## config.mk

```make
export PLATFORM = sky130hd
export DESIGN_NAME = hazard_stall_ctrl_flat
export DESIGN_NICKNAME = d
export VERILOG_FILES = /design/src/rtl/hazard_stall_ctrl_if.sv /design/src/rtl/hazard_stall_ctrl.sv /design/src/flat_wrapper.sv
export SDC_FILE = /design/constraint.sdc
export NUM_CORES = 1
export LEC_CHECK = 0
export ABC_CLOCK_PERIOD_IN_PS = 4840
export CORE_MARGIN = 4
export CORE_UTILIZATION = 44
export CTS_CLUSTER_DIAMETER = 100
export DETAILED_ROUTE_END_ITERATION = 8
export PLACE_DENSITY_LB_ADDON = 0.15
export SYNTH_ARGS = -nofsm -noshare
export SYNTH_HDL_FRONTEND = slang
export SYNTH_SLANG_ARGS = --single-unit
```

## constraint.sdc

```tcl
create_clock -name clk -period 4.84 [get_ports clk]
set_input_delay 1.452 -clock clk [delete_from_list [all_inputs] [get_ports clk]]
set_output_delay 1.452 -clock clk [all_outputs]
set_load 0.02 [all_outputs]
```

## src/rtl/hazard_stall_ctrl_if.sv

```systemverilog
// Hazard controller bus: pipeline stage register/enable info in, stall and forwarding controls out.
interface hazard_stall_ctrl_if #(
    parameter int unsigned CNT_W = 16
);
    logic             EX_Load_Instr;
    logic             EX_RF_Enable;
    logic [4:0]       EX_RD;
    logic             MEM_RF_Enable;
    logic [4:0]       MEM_RD;
    logic             WB_RF_Enable;
    logic [4:0]       WB_RD;
    logic [4:0]       ID_RS1;
    logic [4:0]       ID_RS2;
    logic [4:0]       ID_RD;
    logic             ID_Use_RS1;
    logic             ID_Use_RS2;
    logic             ID_Use_RD;
    logic             CU_Mux_Sel;
    logic             PC_LE;
    logic             nPC_LE;
    logic             IF_ID_LE;
    logic [1:0]       FW_PA_Sel;
    logic [1:0]       FW_PB_Sel;
    logic [1:0]       FW_PC_Sel;
    logic [CNT_W-1:0] Stall_Count;

    // Pipeline side: presents stage contents, consumes stall/forward controls.
    modport master (
        output EX_Load_Instr, EX_RF_Enable, EX_RD,
        output MEM_RF_Enable, MEM_RD, WB_RF_Enable, WB_RD,
        output ID_RS1, ID_RS2, ID_RD, ID_Use_RS1, ID_Use_RS2, ID_Use_RD,
        input  CU_Mux_Sel, PC_LE, nPC_LE, IF_ID_LE,
        input  FW_PA_Sel, FW_PB_Sel, FW_PC_Sel, Stall_Count
    );

    // Controller side.
    modport slave (
        input  EX_Load_Instr, EX_RF_Enable, EX_RD,
        input  MEM_RF_Enable, MEM_RD, WB_RF_Enable, WB_RD,
        input  ID_RS1, ID_RS2, ID_RD, ID_Use_RS1, ID_Use_RS2, ID_Use_RD,
        output CU_Mux_Sel, PC_LE, nPC_LE, IF_ID_LE,
        output FW_PA_Sel, FW_PB_Sel, FW_PC_Sel, Stall_Count
    );
endinterface

```

## src/rtl/hazard_stall_ctrl.sv

```systemverilog
// Pipeline hazard controller: load-use stall sequencing, operand forwarding
// selects and a saturating stalled-cycle counter for performance debug.
module hazard_stall_ctrl #(
    parameter int unsigned LOAD_STALL_CYCLES = 1,
    parameter int unsigned CNT_W             = 16
) (
    input  logic              clk,
    input  logic              reset,
    hazard_stall_ctrl_if.slave bus
);

    localparam logic [0:0] RUN    = 1'b0;
    localparam logic [0:0] LSTALL = 1'b1;

    localparam logic [2:0] EXTRA_STALLS = 3'(LOAD_STALL_CYCLES - 1);

    logic [0:0]       state;
    logic [2:0]       cnt;
    logic [CNT_W-1:0] stall_cnt;
    logic             hz;
    logic             stall;
    logic [1:0]       fw_a;
    logic [1:0]       fw_b;
    logic [1:0]       fw_c;

    // Source field depends on a stage's result; r0 never matches.
    function automatic logic src_match(input logic use_f, input logic en,
                                       input logic [4:0] rd, input logic [4:0] f);
        return use_f && en && (rd == f) && (f != 5'd0);
    endfunction

    // Youngest producer wins: EX, then MEM, then WB, else register file.
    function automatic logic [1:0] fw_sel(
        input logic use_f, input logic [4:0] f,
        input logic ex_en, input logic [4:0] ex_rd,
        input logic mem_en, input logic [4:0] mem_rd,
        input logic wb_en, input logic [4:0] wb_rd);
        if (src_match(use_f, ex_en, ex_rd, f))
            return 2'b01;
        else if (src_match(use_f, mem_en, mem_rd, f))
            return 2'b10;
        else if (src_match(use_f, wb_en, wb_rd, f))
            return 2'b11;
        else
            return 2'b00;
    endfunction

    // Load-use hazard detection, stall decision and forwarding selects.
    always_comb begin
        hz = bus.EX_Load_Instr &&
             (src_match(bus.ID_Use_RS1, bus.EX_RF_Enable, bus.EX_RD, bus.ID_RS1) ||
              src_match(bus.ID_Use_RS2, bus.EX_RF_Enable, bus.EX_RD, bus.ID_RS2) ||
              src_match(bus.ID_Use_RD,  bus.EX_RF_Enable, bus.EX_RD, bus.ID_RD));
        stall = (state == LSTALL) || hz;
        fw_a = fw_sel(bus.ID_Use_RS1, bus.ID_RS1, bus.EX_RF_Enable, bus.EX_RD,
                      bus.MEM_RF_Enable, bus.MEM_RD, bus.WB_RF_Enable, bus.WB_RD);
        fw_b = fw_sel(bus.ID_Use_RS2, bus.ID_RS2, bus.EX_RF_Enable, bus.EX_RD,
                      bus.MEM_RF_Enable, bus.MEM_RD, bus.WB_RF_Enable, bus.WB_RD);
        fw_c = fw_sel(bus.ID_Use_RD, bus.ID_RD, bus.EX_RF_Enable, bus.EX_RD,
                      bus.MEM_RF_Enable, bus.MEM_RD, bus.WB_RF_Enable, bus.WB_RD);
    end

    // Stall sequencer: the first bubble comes from hz in RUN, the remaining
    // LOAD_STALL_CYCLES-1 bubbles are counted out in LSTALL.
    always_ff @(posedge clk or posedge reset) begin
        if (reset) begin
            state <= RUN;
            cnt   <= '0;
        end else begin
            case (state)
                RUN: begin
                    if (hz && (LOAD_STALL_CYCLES > 1)) begin
                        state <= LSTALL;
                        cnt   <= EXTRA_STALLS;
                    end
                end
                LSTALL: begin
                    cnt <= cnt - 3'd1;
                    if (cnt == 3'd1)
                        state <= RUN;
                end
                default: begin
                    state <= RUN;
                    cnt   <= '0;
                end
            endcase
        end
    end

    // Saturating count of stalled cycles.
    always_ff @(posedge clk or posedge reset) begin
        if (reset)
            stall_cnt <= '0;
        else if (stall && (stall_cnt != '1))
            stall_cnt <= stall_cnt + CNT_W'(1);
    end

    // Reset forces bubble, frozen front end and register-file operands.
    always_comb begin
        bus.CU_Mux_Sel  = !reset && !stall;
        bus.PC_LE       = !reset && !stall;
        bus.nPC_LE      = !reset && !stall;
        bus.IF_ID_LE    = !reset && !stall;
        bus.FW_PA_Sel   = reset ? 2'b00 : fw_a;
        bus.FW_PB_Sel   = reset ? 2'b00 : fw_b;
        bus.FW_PC_Sel   = reset ? 2'b00 : fw_c;
        bus.Stall_Count = stall_cnt;
    end

endmodule

```

## src/flat_wrapper.sv

```systemverilog
// flat-port wrapper written by rule: the top's interface ports become plain ports
module hazard_stall_ctrl_flat 
#(
    parameter int unsigned LOAD_STALL_CYCLES = 1,
    parameter int unsigned CNT_W             = 16
)
  (clk, reset, bus_EX_Load_Instr, bus_EX_RF_Enable, bus_EX_RD, bus_MEM_RF_Enable, bus_MEM_RD, bus_WB_RF_Enable, bus_WB_RD, bus_ID_RS1, bus_ID_RS2, bus_ID_RD, bus_ID_Use_RS1, bus_ID_Use_RS2, bus_ID_Use_RD, bus_CU_Mux_Sel, bus_PC_LE, bus_nPC_LE, bus_IF_ID_LE, bus_FW_PA_Sel, bus_FW_PB_Sel, bus_FW_PC_Sel, bus_Stall_Count);
  hazard_stall_ctrl_if #(.CNT_W(CNT_W)) bus_i ();
  input  logic clk;
  input  logic reset;
  input wire logic [$bits(bus_i.EX_Load_Instr)-1:0] bus_EX_Load_Instr;
  input wire logic [$bits(bus_i.EX_RF_Enable)-1:0] bus_EX_RF_Enable;
  input wire logic [$bits(bus_i.EX_RD)-1:0] bus_EX_RD;
  input wire logic [$bits(bus_i.MEM_RF_Enable)-1:0] bus_MEM_RF_Enable;
  input wire logic [$bits(bus_i.MEM_RD)-1:0] bus_MEM_RD;
  input wire logic [$bits(bus_i.WB_RF_Enable)-1:0] bus_WB_RF_Enable;
  input wire logic [$bits(bus_i.WB_RD)-1:0] bus_WB_RD;
  input wire logic [$bits(bus_i.ID_RS1)-1:0] bus_ID_RS1;
  input wire logic [$bits(bus_i.ID_RS2)-1:0] bus_ID_RS2;
  input wire logic [$bits(bus_i.ID_RD)-1:0] bus_ID_RD;
  input wire logic [$bits(bus_i.ID_Use_RS1)-1:0] bus_ID_Use_RS1;
  input wire logic [$bits(bus_i.ID_Use_RS2)-1:0] bus_ID_Use_RS2;
  input wire logic [$bits(bus_i.ID_Use_RD)-1:0] bus_ID_Use_RD;
  output wire logic [$bits(bus_i.CU_Mux_Sel)-1:0] bus_CU_Mux_Sel;
  output wire logic [$bits(bus_i.PC_LE)-1:0] bus_PC_LE;
  output wire logic [$bits(bus_i.nPC_LE)-1:0] bus_nPC_LE;
  output wire logic [$bits(bus_i.IF_ID_LE)-1:0] bus_IF_ID_LE;
  output wire logic [$bits(bus_i.FW_PA_Sel)-1:0] bus_FW_PA_Sel;
  output wire logic [$bits(bus_i.FW_PB_Sel)-1:0] bus_FW_PB_Sel;
  output wire logic [$bits(bus_i.FW_PC_Sel)-1:0] bus_FW_PC_Sel;
  output wire logic [$bits(bus_i.Stall_Count)-1:0] bus_Stall_Count;
  assign bus_i.EX_Load_Instr = bus_EX_Load_Instr;
  assign bus_i.EX_RF_Enable = bus_EX_RF_Enable;
  assign bus_i.EX_RD = bus_EX_RD;
  assign bus_i.MEM_RF_Enable = bus_MEM_RF_Enable;
  assign bus_i.MEM_RD = bus_MEM_RD;
  assign bus_i.WB_RF_Enable = bus_WB_RF_Enable;
  assign bus_i.WB_RD = bus_WB_RD;
  assign bus_i.ID_RS1 = bus_ID_RS1;
  assign bus_i.ID_RS2 = bus_ID_RS2;
  assign bus_i.ID_RD = bus_ID_RD;
  assign bus_i.ID_Use_RS1 = bus_ID_Use_RS1;
  assign bus_i.ID_Use_RS2 = bus_ID_Use_RS2;
  assign bus_i.ID_Use_RD = bus_ID_Use_RD;
  assign bus_CU_Mux_Sel = bus_i.CU_Mux_Sel;
  assign bus_PC_LE = bus_i.PC_LE;
  assign bus_nPC_LE = bus_i.nPC_LE;
  assign bus_IF_ID_LE = bus_i.IF_ID_LE;
  assign bus_FW_PA_Sel = bus_i.FW_PA_Sel;
  assign bus_FW_PB_Sel = bus_i.FW_PB_Sel;
  assign bus_FW_PC_Sel = bus_i.FW_PC_Sel;
  assign bus_Stall_Count = bus_i.Stall_Count;
  hazard_stall_ctrl #(.LOAD_STALL_CYCLES(LOAD_STALL_CYCLES), .CNT_W(CNT_W)) u_core (.clk(clk), .reset(reset), .bus(bus_i));
endmodule
```

==> results of run 1 <==
## per-layer routing
layer / part of all wire / wire (um) / track usage
met4: 0.013 / 70 / 0.03254
met1: 0.45 / 2357 / 0.2962
met2: 0.48 / 2521 / 0.3242
met5: 0 / 0 / 0
met3: 0.057 / 298 / 0.04928
## Yosys cell counts
cell type / instances
xnor2_1: 25
inv_1: 9
ha_1: 3
nor4_1: 9
or4_1: 3
nand4b_4: 1
nand3_1: 12
nand4_1: 6
a2111oi_0: 3
o21ai_1: 1
and3_1: 4
buf_6: 1
nand4b_1: 1
nand3b_1: 1
buf_1: 1
nor2_1: 7
o21ai_0: 3
clkbuf_1: 1
mux2_1: 1
a21boi_0: 1
a31oi_1: 1
o21ai_2: 3
and2_1: 1
nand2_1: 6
buf_4: 3
nor3b_1: 1
nor3_1: 1
o32a_1: 1
xor2_1: 37
a21oi_1: 3
dfrtp_1: 20
nand4b_2: 3
o2111ai_1: 1
mux2i_1: 1
## path summary, 6_finish.rpt
path / to / slack, ns / cells past startpoint
worst max-delay path: bus_PC_LE / 0.02 / 8
worst min-delay path: u_core.cnt[2]$_DFFE_PP0P_ / 0.47 / 1
worst max register to register: u_core.bus.Stall_Count[1]$_DFFE_PP0P_ / 2.70 / 6
worst min register to register: u_core.cnt[2]$_DFFE_PP0P_ / 0.47 / 1
max in group asynchronous: u_core.bus.Stall_Count[9]$_DFFE_PP0P_ / 2.40 / 3
min in group asynchronous: u_core.cnt[0]$_DFFE_PP0P_ / 1.97 / 3
## power breakdown
part	switching (W)	internal, W
Combinational	0.0000794	0.0000880
Clock	0.0000524	0.0000555
Sequential	0.00000776	0.000174
Total	0.000139	0.000318
## worst reg2reg max path: cells and delay by family, from the launching register on
family	cells	cell delay, ns
AND/OR/NAND/NOR	4	0.73
AO/OA/AOI/OAI	1	0.55
flip-flops	1	0.41
multiplexers	1	0.35
## sequential cells by signal (all words and copies together), names as in the netlist
signal,flops
u_core.bus.Stall_Count,16
u_core.cnt,3
u_core.state,1
## repair_timing
item,4_1_cts,5_1_grt
gates resized for setup,36,40
buffers inserted,0,2
endpoints found under the hold margin,0,0
endpoints found under the setup margin,10,10
pin swaps,1,14
## kinds of logic (layout without fill, tap and decap cells)
| group | Yosys count | after routing |
|---|---|---|
| AND/OR/NAND/NOR | 56 | 56 |
| adder cells (fa/ha/maj) | 3 | 3 |
| multiplexers | 2 | 2 |
| AO/OA/AOI/OAI | 17 | 17 |
| XOR/XNOR | 62 | 62 |
| buffers and inverters | 15 | 112 |
| flip-flops | 20 | 20 |
## through the flow
| step | setup TNS [ns] | instance area [um^2] | hold WS [ns] | setup slack (ns) |
|---|---|---|---|---|
| after floorplan | 0 | 1655 | 0.4448 | 0.02958 |
| after global placement | -4.363 | 2567 | 0.4616 | -0.4857 |
| after detailed placement | -4.656 | 2567 | 0.4627 | -0.5476 |
| after CTS | -0.6606 | 2621 | 0.4756 | -0.1703 |
| after global routing | -0.3799 | 2728 | 0.4994 | -0.06741 |
| final | 0 | 2728 | 0.4703 | 0.02318 |
## layout make-up
class | count | area, um^2
well taps | 46 | 57.56
multi-input cells | 140 | 1202
clock buffers | 3 | 41.29
fillers | 258 | 740.7
repair buffers | 100 | 892.1
inverters | 9 | 33.78
flip-flops and latches | 20 | 500.5
## layout by cell type, fill, tap and decap left out, drive strengths merged
| master | synthesis | routed |
|---|---|---|
| or4 | 3 | 3 |
| nand4 | 6 | 6 |
| nand2 | 6 | 6 |
| xnor2 | 25 | 25 |
| o21ai | 7 | 7 |
| o2111ai | 1 | 1 |
| clkdlybuf4s50 | 0 | 49 |
| nor3b | 1 | 1 |
| a21oi | 3 | 3 |
| mux2i | 1 | 1 |
| ha | 3 | 3 |
| xor2 | 37 | 37 |
| mux2 | 1 | 1 |
| dlymetal6s2s | 0 | 5 |
| o32a | 1 | 1 |
| nor4 | 9 | 9 |
| a31oi | 1 | 1 |
| clkbuf | 1 | 3 |
| inv | 9 | 9 |
| nand3b | 1 | 1 |
| and3 | 4 | 4 |
| a2111oi | 3 | 3 |
| dfrtp | 20 | 20 |
| and2 | 1 | 1 |
| buf | 5 | 46 |
| nor3 | 1 | 1 |
| nand4b | 5 | 5 |
| a21boi | 1 | 1 |
| nand3 | 12 | 12 |
| nor2 | 7 | 7 |
==> impl_metrics.json, run 1 <==
{
  "cp_slowest_cell": "clkdlybuf4s50_1",
  "yosys.area_share.simple": 0.2144,
  "clock_latency_ns": 0.26,
  "holdBufCountCts": 0,
  "synth_compound_area_frac": 0.07273,
  "fin_crit_ns": 4.817,
  "postRouteWirelength_um": 5247,
  "ys.warnings.count": 0,
  "grt_util_all_layers": 0.2078,
  "path_class": "in -> out",
  "synthDominantCellAreaShare": 0.3030,
  "start_util": 0.4762,
  "cp.arrival_ns": 3.36,
  "crit_fanout": 4,
  "nNetsFinal": 316,
  "dieArea_mm2": 0.004798,
  "clockBufferDepth": 2,
  "route.vias.total": 1648,
  "fmax_mhz": 207.6,
  "slew_headroom": 0.5060,
  "cp_top_family": "buffers and inverters",
  "setup_viol": 0,
  "synth_fa_ha_area_frac": 0.02273,
  "antenna_found_initial": 0,
  "io_pins": 65,
  "grt_start_max_net_pins": 21,
  "muxShareOfSynthArea": 0.01288,
  "peakVddDrop_uv": 154.5,
  "period_share": 0.9952,
  "routedWlPerCell_um": 16.50,
  "place_inst": 313,
  "dpl.hpwl_um": 3875,
  "syn_to_final_growth_pct": 65.15,
  "hold_start": "u_core.cnt[2]$_DFFE_PP0P_",
  "cts_tree": "built",
  "cts_buffers": 3,
  "final_util": 0.7864,
  "drive_gt1_frac": 0.2610,
  "first_iter_violations": 75,
  "die_x_um": 69.27,
  "outcome": "finished clean",
  "syn_inst": 175,
  "power_w": 0.0004571,
  "clk_pin_slew_ns": 0.07,
  "required_ns": 3.39,
  "final_cells": 318,
  "min_path_type": "reg -> reg",
  "portBuffers": 64,
  "first_global_vias": 1621,
  "powerDensity_mw_per_mm2": 167.6,
  "cpPeakStageDelay_ns": 0.48,
  "cp-startpoint": "bus_ID_RD[2]",
  "reg2reg_from": "u_core.bus.Stall_Count[5]$_DFFE_PP0P_",
  "mappedNetlistArea_mm2": 0.001652,
  "seq_area_frac_synth": 0.3030,
  "hold_viol": 0,
  "vias_per_cell": 5.182,
  "ys_ff_latch": 20,
  "p_leak_nw": 1.226,
  "synthesis.nets": 217,
  "synth_area_leaders": "dfrtp_1 30%, xor2_1 20%, xnor2_1 13%",
  "ant_nets": 0,
  "grt_pass1_wl_um": 8169,
  "fp.coreArea_mm2": 0.003468,
  "rows": 21,
  "synth-xor-area-share": 0.3288,
  "fp.dieH_um": 69.27,
  "endpoint_kind": "primary output",
  "clock_skew_ns": 0.003950,
  "start_kind": "primary input",
  "synth_cell_types": 34,
  "overflow": 0,
  "crit_chain": "clkdlybuf4s50_1 -> buf_4 -> xor2_1 -> nor4_2 -> nand4b_2 -> a31oi_4 -> nor3_4 -> buf_2",
  "drv_cap": 0,
  "cts_sinks": 20,
  "tightest_slew_ns": 0.7402,
  "maxSlewViolCount": 0,
  "cts-htree-levels": 1,
  "route.detailed.drc": 0,
  "synth_top_area_cell": "dfrtp_1",
  "synth_top_family_by_area": "XOR/XNOR gates",
  "worst-path-buf-inv": 3,
  "antenna_cells": 0,
  "dr.pass1.iters": 4,
  "cts-root-buf": "clkbuf_8",
  "synth.avg_cell_area_um2": 9.438,
  "gp_congestion": 0.8540
}
Note: power is estimated with default switching activity, not from simulation.
==> run 2, diff against run 1 <==
- SKIP_CTS_REPAIR_TIMING: default -> 1
==> run 2 against run 1 <==
Routed wire length is 4.7% lower. Combinational power barely moved. Critical endpoint is now bus_FW_PC_Sel[1]. Utilization is 0.14 points lower. Die area did not move. Clock power down 4%. Global-route usage is 0.67 points lower. Largest power group unchanged. Highest routed layer unchanged. Clock-buffer cell count unchanged. Critical path depth fell by 1.
==> impl_metrics.json, run 2 (synthesis gave the netlist of run 1 again) <==
{
  "portBuffers": 64,
  "endpoint_kind": "primary output",
  "cts_tree": "built",
  "cp-startpoint": "bus_ID_RD[2]",
  "clockBufferDepth": 2,
  "antenna_cells": 0,
  "cts-htree-levels": 1,
  "dpl.hpwl_um": 3875,
  "cts-root-buf": "clkbuf_8",
  "rows": 21,
  "crit_end": "bus_FW_PC_Sel[1]",
  "grt_pass1_wl_um": 7941,
  "fp.dieH_um": 69.27,
  "ant_nets": 0,
  "required_ns": 3.39,
  "syn_to_final_growth_pct": 64.85,
  "layout_commonest_cell": "clkdlybuf4s50_1",
  "grt_util_all_layers": 0.2011,
  "drive_gt1_frac": 0.2519,
  "start_kind": "primary input",
  "cts_buffers": 3,
  "io_pins": 65,
  "dieArea_mm2": 0.004798,
  "fin_crit_ns": 4.791,
  "antenna_found_initial": 0,
  "largest_reg_flops": 16,
  "slew_headroom": 0.5130,
  "start_util": 0.4762,
  "final_cells": 316,
  "tightest_slew_ns": 0.7296,
  "die_x_um": 69.27,
  "route.vias.total": 1616,
  "first_global_vias": 1607,
  "routedWlPerCell_um": 15.82,
  "cts_sinks": 20,
  "rsz0062_at_grt": "true",
  "reg2regPathDepth": 6,
  "vias_per_cell": 5.114,
  "p_leak_nw": 1.219,
  "dr.pass1.iters": 4,
  "reg2reg_from": "u_core.bus.Stall_Count[5]$_DFFE_PP0P_",
  "min_path_type": "reg -> reg",
  "fmax_mhz": 208.7,
  "clock_skew_ns": 0.002767,
  "period_share": 0.9899,
  "cp.arrival_ns": 3.34,
  "first_iter_violations": 70,
  "peakVddDrop_uv": 145.2,
  "timing.rr.end": "u_core.bus.Stall_Count[1]$_DFFE_PP0P_",
  "r2r_setup_slack_ns": 2.70,
  "final_cell_mix": "49 x clkdlybuf4s50_1, 39 x buf_4, 37 x xor2_1",
  "setup_viol": 0,
  "fin_area_mm2": 0.002723,
  "clock_latency_ns": 0.25,
  "path_class": "in -> out",
  "drv_cap": 0,
  "crit_fanout": 3,
  "hold_viol": 0,
  "postPlaceCellArea_mm2": 0.002567,
  "powerDensity_mw_per_mm2": 166.4,
  "outcome": "finished clean",
  "gp_congestion": 0.8540,
  "clk_pin_slew_ns": 0.06,
  "place_inst": 313,
  "fp.coreArea_mm2": 0.003468,
  "n_fill_cell": 256,
  "route.detailed.drc": 0,
  "postRouteWirelength_um": 4998,
  "nNetsFinal": 314,
  "maxSlewViolCount": 0,
  "overflow": 0,
  "grt_start_max_net_pins": 21
}
run 2: cell count changes in the layout (fill, tap and decap cells not counted), sizes merged:
| cell | before | now |
|---|---|---|
| buf | 46 | 43 |
| clkbuf | 3 | 4 |
run 2: cell type report:
type	instances	area, um^2	share of cell area
clock buffer	3	41.29	0.01517
tap	46	57.56	0.02114
multi-input combinational	140	1206	0.4430
timing repair buffer	98	883.3	0.3244
sequential	20	500.5	0.1838
inverter	9	33.78	0.01241
run 2: per-stage QoR:
stage | setup slack (ns) | hold slack, ns | TNS, ns | utilization | power, W
floorplan | 0.02958 | 0.4448 | 0 | - | 0.0002458
global placement | -0.4857 | 0.4616 | -4.363 | 0.7403 | 0.0003367
detailed placement | -0.5476 | 0.4627 | -4.656 | 0.7403 | 0.0003403
CTS | -0.5834 | 0.4756 | -4.917 | 0.7522 | 0.0004472
global route | -0.01172 | 0.4992 | -0.01990 | 0.7850 | 0.0004772
finish | 0.04892 | 0.4703 | 0 | 0.7850 | 0.0004529
run 2: routing by layer:
layer | track usage | share of wire | up-vias
li1 | - | - | 813
met1 | 0.2864 | 0.47 | 745
met2 | 0.3114 | 0.47 | 50
met3 | 0.05072 | 0.042 | 8
met4 | 0.03254 | 0.013 | 0
met5 | 0 | 0 | -
run 2: worst max-delay path: stages:
cell and delay [ns]:
clkdlybuf4s50_1 0.47, or4_4 0.55, o21ai_2 0.15, nand4b_2 0.20, inv_1 0.09, a2111oi_4 0.22
buf_4 0.20
run 2: worst min-delay path by stage:
stage,startpoint,to,cells after the start
CTS,u_core.cnt[2]$_DFFE_PP0P_,u_core.cnt[2]$_DFFE_PP0P_,1
finish,u_core.cnt[2]$_DFFE_PP0P_,u_core.cnt[2]$_DFFE_PP0P_,1
detailed placement,u_core.cnt[2]$_DFFE_PP0P_,u_core.cnt[2]$_DFFE_PP0P_,1
global route,u_core.cnt[2]$_DFFE_PP0P_,u_core.cnt[2]$_DFFE_PP0P_,1
global placement,u_core.cnt[2]$_DFFE_PP0P_,u_core.cnt[2]$_DFFE_PP0P_,1
floorplan,u_core.cnt[2]$_DFFE_PP0P_,u_core.cnt[2]$_DFFE_PP0P_,1
run 2: report_power, final:
group / internal [W] / leakage, nW / switching (W) / total (W)
Combinational: 0.0000878 / 0.920 / 0.0000789 / 0.000167
Clock: 0.0000553 / 0.0216 / 0.0000491 / 0.000104
Sequential: 0.000174 / 0.278 / 0.00000755 / 0.000182
